$ cat src/rtl/control_fsm.sv
// Main control FSM of the multicycle RV32I core: steps each instruction through
// fetch/decode/execute/memory/writeback and drives the datapath selects and enables.
module control_fsm (
    input  logic       i_clk,
    input  logic       i_rstn,
    input  logic       i_zero,
    input  logic [6:0] i_opcode,
    output logic       o_RegWrite,
    output logic       o_MemWrite,
    output logic       o_IRWrite,
    output logic       o_AdSrc,
    output logic       o_PCUpdate,
    output logic       o_Branch,
    output logic [1:0] o_ResultSrc,
    output logic [1:0] o_ALUSrcA,
    output logic [1:0] o_ALUSrcB,
    output logic [1:0] o_ALUOp
);

    typedef enum logic [3:0] {
        S_FETCH    = 4'd0,
        S_DECODE   = 4'd1,
        S_MEMADR   = 4'd2,
        S_MEMREAD  = 4'd3,
        S_MEMWB    = 4'd4,
        S_MEMWRITE = 4'd5,
        S_EXECUTER = 4'd6,
        S_EXECUTEI = 4'd7,
        S_JAL      = 4'd8,
        S_BEQ      = 4'd9,
        S_ALUWB    = 4'd10
    } state_t;

    typedef struct packed {
        logic       reg_write;
        logic       mem_write;
        logic       ir_write;
        logic       ad_src;
        logic       pc_update;
        logic       branch;
        logic [1:0] result_src;
        logic [1:0] alu_src_a;
        logic [1:0] alu_src_b;
        logic [1:0] alu_op;
    } ctrl_t;

    localparam logic [6:0] OP_LW   = 7'b0000011;
    localparam logic [6:0] OP_SW   = 7'b0100011;
    localparam logic [6:0] OP_R    = 7'b0110011;
    localparam logic [6:0] OP_I    = 7'b0010011;
    localparam logic [6:0] OP_JAL  = 7'b1101111;
    localparam logic [6:0] OP_BEQ  = 7'b1100011;
    localparam ctrl_t      CTRL_IDLE = 14'b0;

    state_t state_r;
    ctrl_t  ctrl_r;

    // The zero flag is consumed by the external PC-write logic, not here.
    logic unused_zero_s;
    assign unused_zero_s = i_zero;

    function automatic state_t next_state_f(input state_t state, input logic [6:0] opcode);
        next_state_f = S_FETCH;
        case (state)
            S_FETCH:    next_state_f = S_DECODE;
            S_DECODE: begin
                case (opcode)
                    OP_LW, OP_SW: next_state_f = S_MEMADR;
                    OP_R:         next_state_f = S_EXECUTER;
                    OP_I:         next_state_f = S_EXECUTEI;
                    OP_JAL:       next_state_f = S_JAL;
                    OP_BEQ:       next_state_f = S_BEQ;
                    default:      next_state_f = S_FETCH;
                endcase
            end
            S_MEMADR: begin
                case (opcode)
                    OP_LW:   next_state_f = S_MEMREAD;
                    OP_SW:   next_state_f = S_MEMWRITE;
                    default: next_state_f = S_FETCH;
                endcase
            end
            S_MEMREAD:  next_state_f = S_MEMWB;
            S_MEMWB:    next_state_f = S_FETCH;
            S_MEMWRITE: next_state_f = S_FETCH;
            S_EXECUTER: next_state_f = S_ALUWB;
            S_EXECUTEI: next_state_f = S_ALUWB;
            S_JAL:      next_state_f = S_ALUWB;
            S_BEQ:      next_state_f = S_FETCH;
            S_ALUWB:    next_state_f = S_FETCH;
            default:    next_state_f = S_FETCH;
        endcase
    endfunction

    // Moore output table; unused encodings fall through to all-zero.
    function automatic ctrl_t decode_ctrl_f(input state_t state);
        ctrl_t c;
        c = CTRL_IDLE;
        case (state)
            S_FETCH: begin
                c.ir_write   = 1'b1;
                c.pc_update  = 1'b1;
                c.alu_src_b  = 2'b10;
                c.result_src = 2'b10;
            end
            S_DECODE: begin
                c.alu_src_a = 2'b01;
                c.alu_src_b = 2'b01;
            end
            S_MEMADR: begin
                c.alu_src_a = 2'b10;
                c.alu_src_b = 2'b01;
            end
            S_MEMREAD: c.ad_src = 1'b1;
            S_MEMWB: begin
                c.result_src = 2'b01;
                c.reg_write  = 1'b1;
            end
            S_MEMWRITE: begin
                c.ad_src    = 1'b1;
                c.mem_write = 1'b1;
            end
            S_EXECUTER: begin
                c.alu_src_a = 2'b10;
                c.alu_op    = 2'b10;
            end
            S_EXECUTEI: begin
                c.alu_src_a = 2'b10;
                c.alu_src_b = 2'b01;
                c.alu_op    = 2'b10;
            end
            S_JAL: begin
                c.alu_src_a = 2'b01;
                c.alu_src_b = 2'b10;
                c.pc_update = 1'b1;
            end
            S_BEQ: begin
                c.alu_src_a = 2'b10;
                c.alu_op    = 2'b01;
                c.branch    = 1'b1;
            end
            S_ALUWB: c.reg_write = 1'b1;
            default: c = CTRL_IDLE;
        endcase
        return c;
    endfunction

    // State register; outputs are registered by decoding the state being entered.
    always_ff @(posedge i_clk) begin
        if (i_rstn) begin
            state_r <= S_FETCH;
            ctrl_r  <= decode_ctrl_f(S_FETCH);
        end else begin
            state_r <= next_state_f(state_r, i_opcode);
            ctrl_r  <= decode_ctrl_f(next_state_f(state_r, i_opcode));
        end
    end

    assign o_RegWrite  = ctrl_r.reg_write;
    assign o_MemWrite  = ctrl_r.mem_write;
    assign o_IRWrite   = ctrl_r.ir_write;
    assign o_AdSrc     = ctrl_r.ad_src;
    assign o_PCUpdate  = ctrl_r.pc_update;
    assign o_Branch    = ctrl_r.branch;
    assign o_ResultSrc = ctrl_r.result_src;
    assign o_ALUSrcA   = ctrl_r.alu_src_a;
    assign o_ALUSrcB   = ctrl_r.alu_src_b;
    assign o_ALUOp     = ctrl_r.alu_op;

endmodule

$ cat config.mk
export PLATFORM = sky130hd
export DESIGN_NAME = control_fsm
export DESIGN_NICKNAME = d
export VERILOG_FILES = /design/src/rtl/control_fsm.sv
export SDC_FILE = /design/constraint.sdc
export NUM_CORES = 1
export LEC_CHECK = 0
export CORE_MARGIN = 8
export CORE_UTILIZATION = 47
export DETAILED_ROUTE_END_ITERATION = 6
export GPL_TIMING_DRIVEN = 0
export PLACE_DENSITY = 0.82
export SLEW_MARGIN = 20
export SYNTH_ARGS = -nofsm -noshare
export SYNTH_HDL_FRONTEND = slang
export SYNTH_SLANG_ARGS = --single-unit
$ cat constraint.sdc
create_clock -name i_clk -period 2.7 [get_ports i_clk]
set_input_delay 0.27 -clock i_clk [delete_from_list [all_inputs] [get_ports i_clk]]
set_output_delay 0.27 -clock i_clk [all_outputs]
set_load 0.1 [all_outputs]
==> results.json <==
{
  "status": "complete, no violations",
  "synth_fp_nets": 85,
  "r2r_cells": 6,
  "layout_common_cells": "22 x clkdlybuf4s50_1, 16 x dfxtp_1, 8 x nor2_1",
  "first_iter_violations": 14,
  "post-route-drc-count": 0,
  "dieArea_um2": 3076,
  "start_kind": "register",
  "fill_cells": 134,
  "synth_cells": 75,
  "dpl_cell_area_um2": 972.2,
  "cp_slowest_stage_delay_ns": 1.12,
  "diodes": 0,
  "cts-root-buf": "clkbuf_4",
  "wl_um": 1632,
  "port_buffers": 22,
  "insertion_delay_ns": 0.29,
  "clk_pin_slew_ns": 0.10,
  "maxCapViolCount": 0,
  "fmax_mhz": 472.0,
  "grt_overflow_total": 0,
  "grt_antenna_before_repair": 0,
  "area_growth_pct": 37.78,
  "nNetsFinal": 112,
  "fin_crit_ns": 2.119,
  "cts_setup_buffers": 0,
  "min_path_type": "in2reg",
  "via_per_inst": 5.496,
  "arrival_ns": 1.85,
  "fin_ws_ns": 0.5812,
  "hpwl_um": 1298,
  "place_congestion": 0.8089,
  "dr.pass1.iters": 4,
  "maxSlewHeadroom_pct": 34.87,
  "hold_slack_ns": 0.6573,
  "die-height_um": 55.47,
  "postCtsHoldBufs": 0,
  "ys_seq_area_share_pct": 43.76,
  "post_synth.cell_area_avg_um2": 9.759,
  "path_cells": "buf_4, clkdlybuf4s50_1",
  "endpoint_kind": "primary output",
  "synth_top_area_share_pct": 43.76,
  "synth_top_area_cell": "dfxtp_1",
  "grt_max_degree": 11,
  "start_util_pct": 49.16,
  "grt_pass1_vias": 650,
  "synth_edf_count": 0,
  "cp_max_fo": 2,
  "postRouteAntennaNets": 0,
  "crit_slowest_cell": "clkdlybuf4s50_1",
  "io_pins": 24,
  "drive_gt1_share_pct": 13.86,
  "fp.dieW_um": 55.47,
  "rows": 14,
  "syn_area_um2": 732.0,
  "synthFlopType": "dfxtp_1",
  "clockBufferDepth": 2,
  "wire_per_inst_um": 13.95,
  "ys_types": 35,
  "cp.required_ns": 2.43,
  "synth.area.top_cells": "dfxtp_1 44%, nor2_1 4.1%, a21oi_1 3.4%",
  "whs_path_depth": 4,
  "grt_use_total_pct": 10.65,
  "cellPowerDensity_nw_per_um2": 531.2,
  "p_total_w": 0.0005357,
  "clock_sinks": 16,
  "rsz0062_at_grt": "false",
  "vias": 643,
  "period_share_pct": 78.47,
  "slew_violations": 0,
  "final_common_cell": "clkdlybuf4s50_1",
  "dpl_worst_slack_ns": 0.7162,
  "cts_buffers": 3,
  "cts_tree": "yes",
  "grt_pass1_wl_um": 2718,
  "final_area_um2": 1008,
  "h-tree-depth": 1,
  "yosysWarnings": 0,
  "ys_ff_latch": 16,
  "async_flop_share_pct": 0,
  "ctsResizeCount": 0,
  "finalSetupViolCount": 0,
  "core-area_um2": 1489,
  "max-vdd-ir-drop_uv": 397.1,
  "path_class": "reg2out",
  "fin_skew_ns": 0.005580,
  "cellLeakagePower_nw": 0.3860,
  "tns_ns": 0,
  "tightestPinTransition_ns": 0.9739,
  "final_hold_viol_count": 0
}
-- cells in the mapped netlist (2+ instances only) --
library cell,n
a21oi_1,5
a41o_1,2
buf_4,2
dfxtp_1,16
inv_1,3
nand2_1,5
nand2b_1,3
nand3_1,3
nand3b_1,2
nor2_1,8
o21a_1,2
-- routing by layer --
layer  vias to the layer above  share of wire, %  global-route usage [%]
li1                        321                 -                       -
met1                       302                41                   10.69
met2                        16                52                   18.59
met3                         4               5.3                   3.881
met4                         0               1.6                   5.634
met5                         -                 0                       0
-- cells by family (layout without fill, tap and decap cells) --
| group | count (synthesis) | after routing | share of synthesized area, % |
|---|---|---|---|
| simple gates | 33 | 33 | 29.57 |
| xor+xnor | 1 | 1 | 1.197 |
| flops | 16 | 16 | 43.76 |
| compound gates | 18 | 18 | 19.83 |
| buf+inv | 7 | 33 | 5.640 |
-- through the flow --
| step | utilization (%) | std cells |
|---|---|---|
| floorplan | - | 75 |
| global placement | 65.29 | 113 |
| detailed placement | 65.29 | 113 |
| CTS | 67.73 | 117 |
| global route | 67.73 | 117 |
| finish | 67.73 | 117 |
-- power breakdown --
group | switching, W | internal [W]
Combinational | 0.0000847 | 0.0000420
Sequential | 0.00000465 | 0.000244
Clock | 0.0000781 | 0.0000821
-- worst max-delay path, delay by kind of cell, from the launching register on --
kind	cells	cell delay [ns]
buffers and inverters	2	1.22
DFF	1	0.34
-- area by class of cell --
cell class / instances / area (um2) / share of cell area [%]
Clock buffer: 4 / 36.28 / 3.598
Timing Repair Buffer: 22 / 220.2 / 21.84
Tap cell: 16 / 20.02 / 1.985
Multi-Input combinational cell: 52 / 370.4 / 36.72
Sequential cell: 16 / 320.3 / 31.76
Inverter: 3 / 11.26 / 1.117
Buffer: 4 / 30.03 / 2.978
-- state kept, by name, summed over array words and instances (netlist names) --
signal and cells:
o_IRWrite 1, o_MemWrite 1, o_ResultSrc 2, o_ALUSrcA 2, o_ALUOp 2, o_AdSrc 1, o_RegWrite 1, state_r 4
o_ALUSrcB 2
-- path summary, 6_finish.rpt --
path	from	endpoint	slack [ns]
worst max register to register	state_r[1]	o_ALUSrcB[0]	1.05
worst min register to register	state_r[3]	o_ALUOp[0]	0.72
worst max-delay path	o_ALUOp[0]	o_ALUOp[0]	0.58
worst min-delay path	i_opcode[0]	o_ALUOp[0]	0.66
Note: power is estimated with default switching activity, not from simulation.
==> patch (same settings) <==
Make the reset (`i_rstn`) asynchronous in one clocked block.
--- a/src/rtl/control_fsm.sv
+++ b/src/rtl/control_fsm.sv
@@ -147,5 +147,5 @@
 
     // State register; outputs are registered by decoding the state being entered.
-    always_ff @(posedge i_clk) begin
+    always_ff @(posedge i_clk or posedge i_rstn) begin
         if (i_rstn) begin
             state_r <= S_FETCH;
Function: differs if i_rstn is asserted again (counterexample within 4 cycles, from zero or initial values and one cycle with i_rstn high); with i_rstn held inactive, the same outputs for 10 cycles.
==> patch against the unedited design <==
- die area increased by 6.5%
- highest routed layer is now met3
- area after synthesis is 9.2% higher
- maximum frequency fell by 7.2%
- worst hold slack worse by 0.38 ns
- sequential cell count is 1 lower
- routed wire length grew 2.8%
- critical endpoint is now o_ResultSrc[1]
- core utilization decreased by 4.4 points
- cell area grew 5.0%
- worst setup slack lost 0.17 ns
- via count rose by 1.1%
- count of clock-buffer cells in the layout shrank 1
Power is not compared: it rests on default switching activity, and its combinational part moved more than twofold at a synthesized area within 25%.
==> patch: results (changes against the unedited design) <==
Run status
  • Status: finished clean (unchanged)

Synthesis
  • Count of different cell masters after synthesis: 31 (was 35)
  • Register area share after synthesis: 47.3% (was 43.8%)
  • FFs w/ async S/R, synth: 100% (was 0%)
  • Area contributors post-synth: dfrtp_1, dfstp_2, nand2_1, nor3_1, buf_4 (was dfxtp_1, nor2_1, a21oi_1, nor4b_4, a41o_1)
  • Top cells by count, synth: dfrtp_1, nand2_1, nor3_1 (was dfxtp_1, nor2_1, a21oi_1, nand2_1)
  • Syn_nets: 86 (was 85)

Layout
  • Layout cells sized above 1: 18.8% (was 13.9%)
  • Largest reg by FF count: state_r (unchanged)
  • Fin nets: 112 (unchanged)

Global routing
  • Vias in the first global route: 631 (was 650)
  • Initial antenna violation count: 0 (unchanged)
  • First-pass GRT wire length: 2780 um (was 2720 um)
  • Largest net degree at the start of global routing: 16 (was 11)
  • GRT Resource Usage Total: 10.8% (was 10.6%)

Route
  • Drt pass-1 iters: 4 (unchanged)
  • Met1 WL: 714 um (was 674 um)
  • DRT iter0 DRCs: 25 (was 14)
  • Routed WL: 1680 um (was 1630 um)
  • Max layer used: met3 (was met4)
  • Met3 WL: 78 um (was 86 um)
  • Routed met2 length: 884 um (was 844 um)
  • Vias per inst: 5.51 (was 5.50)

Setup path
  • Crit path DAT: 2.01 ns (was 1.85 ns)
  • R2r setup slk: 1.05 ns (about the same)
  • Worst R2R Start: state_r[1]$_DFF_PP0_ (was state_r[1]$_SDFF_PP0_)
  • Reg2Reg Depth: 5 (was 6)
  • Critical path endpoint: o_ResultSrc[1] (was o_ALUOp[0])
  • Worst setup path start: o_IRWrite$_DFF_PP1_ (was o_ALUOp[0]$_SDFF_PP0_)
  • Reg-to-reg critical path endpoint: o_ALUSrcB[0]$_DFF_PP0_ (was o_ALUSrcB[0]$_SDFF_PP0_)

STA
  • Pins Over Slew Limit: 0 (unchanged)
  • Final hold violation count: 0 (unchanged)
  • Worst Skew: 0.00348 ns (was 0.00558 ns)
  • Hold slack: 0.278 ns (was 0.657 ns)
  • Slew HR: 35.1% (was 34.9%)

Clock tree
  • Reg clk slew, reported paths: ~0.090 ns
  • Worst skew pair latency: 0.27 ns (was 0.29 ns)

Place
  • Port bufs: 21 (was 22)
  • Final HPWL DP: 1310 um (was 1300 um)
  • GP Congestion: 0.819 (was 0.809)

Pwr
  • VDD IR max: about 0.00072 V
  • Leakage: 0.485 nW

Min path
  • Worst Hold Depth: 2 (was 4)
patch: cell count changes in the layout (fill, tap and decap cells not counted), moves of 3 or more:
cell      unedited run  this run
nor3_1               1         6
nand2b_1             3         0
dfrtp_1              0        13
a21oi_1              5         2
dfxtp_1             16         0
nand2_1              5        10
nor2b_1              0         3
nor2_1               8         4
patch: cell type report:
type                       instances  area (um2)
fill                             133         612
buffer                             8        62.6
clock inverter                     1        5.00
sequential                        15         378
clock buffer                       3        22.5
inverter                           2        7.51
timing repair buffer              21         210
tap                               17        21.3
multi-input combinational         51         352
patch: per-layer routing:
layer	up-vias	track usage, %
met5	-	0
li1	321	-
met2	21	18.4
met3	0	2.02
met1	308	12.5
met4	0	5.36
patch: worst max-delay path, stage by stage, from the launching register on:
cell	delay, ns
dfstp_2	0.53
buf_4	0.09
clkdlybuf4s50_1	1.12
patch: how the worst min path moves through the flow:
stage | start | end
after global routing | i_opcode[6] | o_ALUOp[1]$_DFF_PP0_
final | i_opcode[6] | o_ALUOp[1]$_DFF_PP0_
after CTS | i_opcode[6] | o_ALUOp[1]$_DFF_PP0_
after global placement | i_opcode[6] | o_ALUOp[1]$_DFF_PP0_
after floorplan | i_rstn | o_ALUOp[1]$_DFF_PP0_
after detailed placement | i_opcode[6] | o_ALUOp[1]$_DFF_PP0_
patch: power groups by stage:
stage / Combinational [mW] / Sequential (mW) / Clock, mW
2_1_floorplan: 0.282 / 0.549 / 0
3_3_place_gp: 0.667 / 0.296 / 0
3_5_place_dp: 0.675 / 0.297 / 0
4_1_cts: 0.676 / 0.293 / 0.127
5_1_grt: 0.704 / 0.298 / 0.142
6_report: 0.673 / 0.292 / 0.122
patch: cells by family after synthesis:
kind of cell,after synthesis,synth area share (%)
buffers and inverters,10,8.76
AND/OR/NAND/NOR,40,31.8
XOR/XNOR,1,1.10
flip-flops,15,47.3
AO/OA/AOI/OAI,10,11.1
patch: through the flow:
step | area (um2) | power (mW) | setup slack [ns] | instances | utilization, %
6_report | 1060 | 1.09 | 0.416 | 118 | 63.4
5_1_grt | 1060 | 1.14 | 0.363 | 118 | 63.4
4_1_cts | 1060 | 1.10 | 0.399 | 118 | 63.4
3_5_place_dp | 1030 | 0.972 | 0.704 | 114 | 61.7
3_3_place_gp | 1030 | 0.963 | 0.716 | 114 | 61.7
2_1_floorplan | 800 | 0.830 | 1.11 | 76 | -
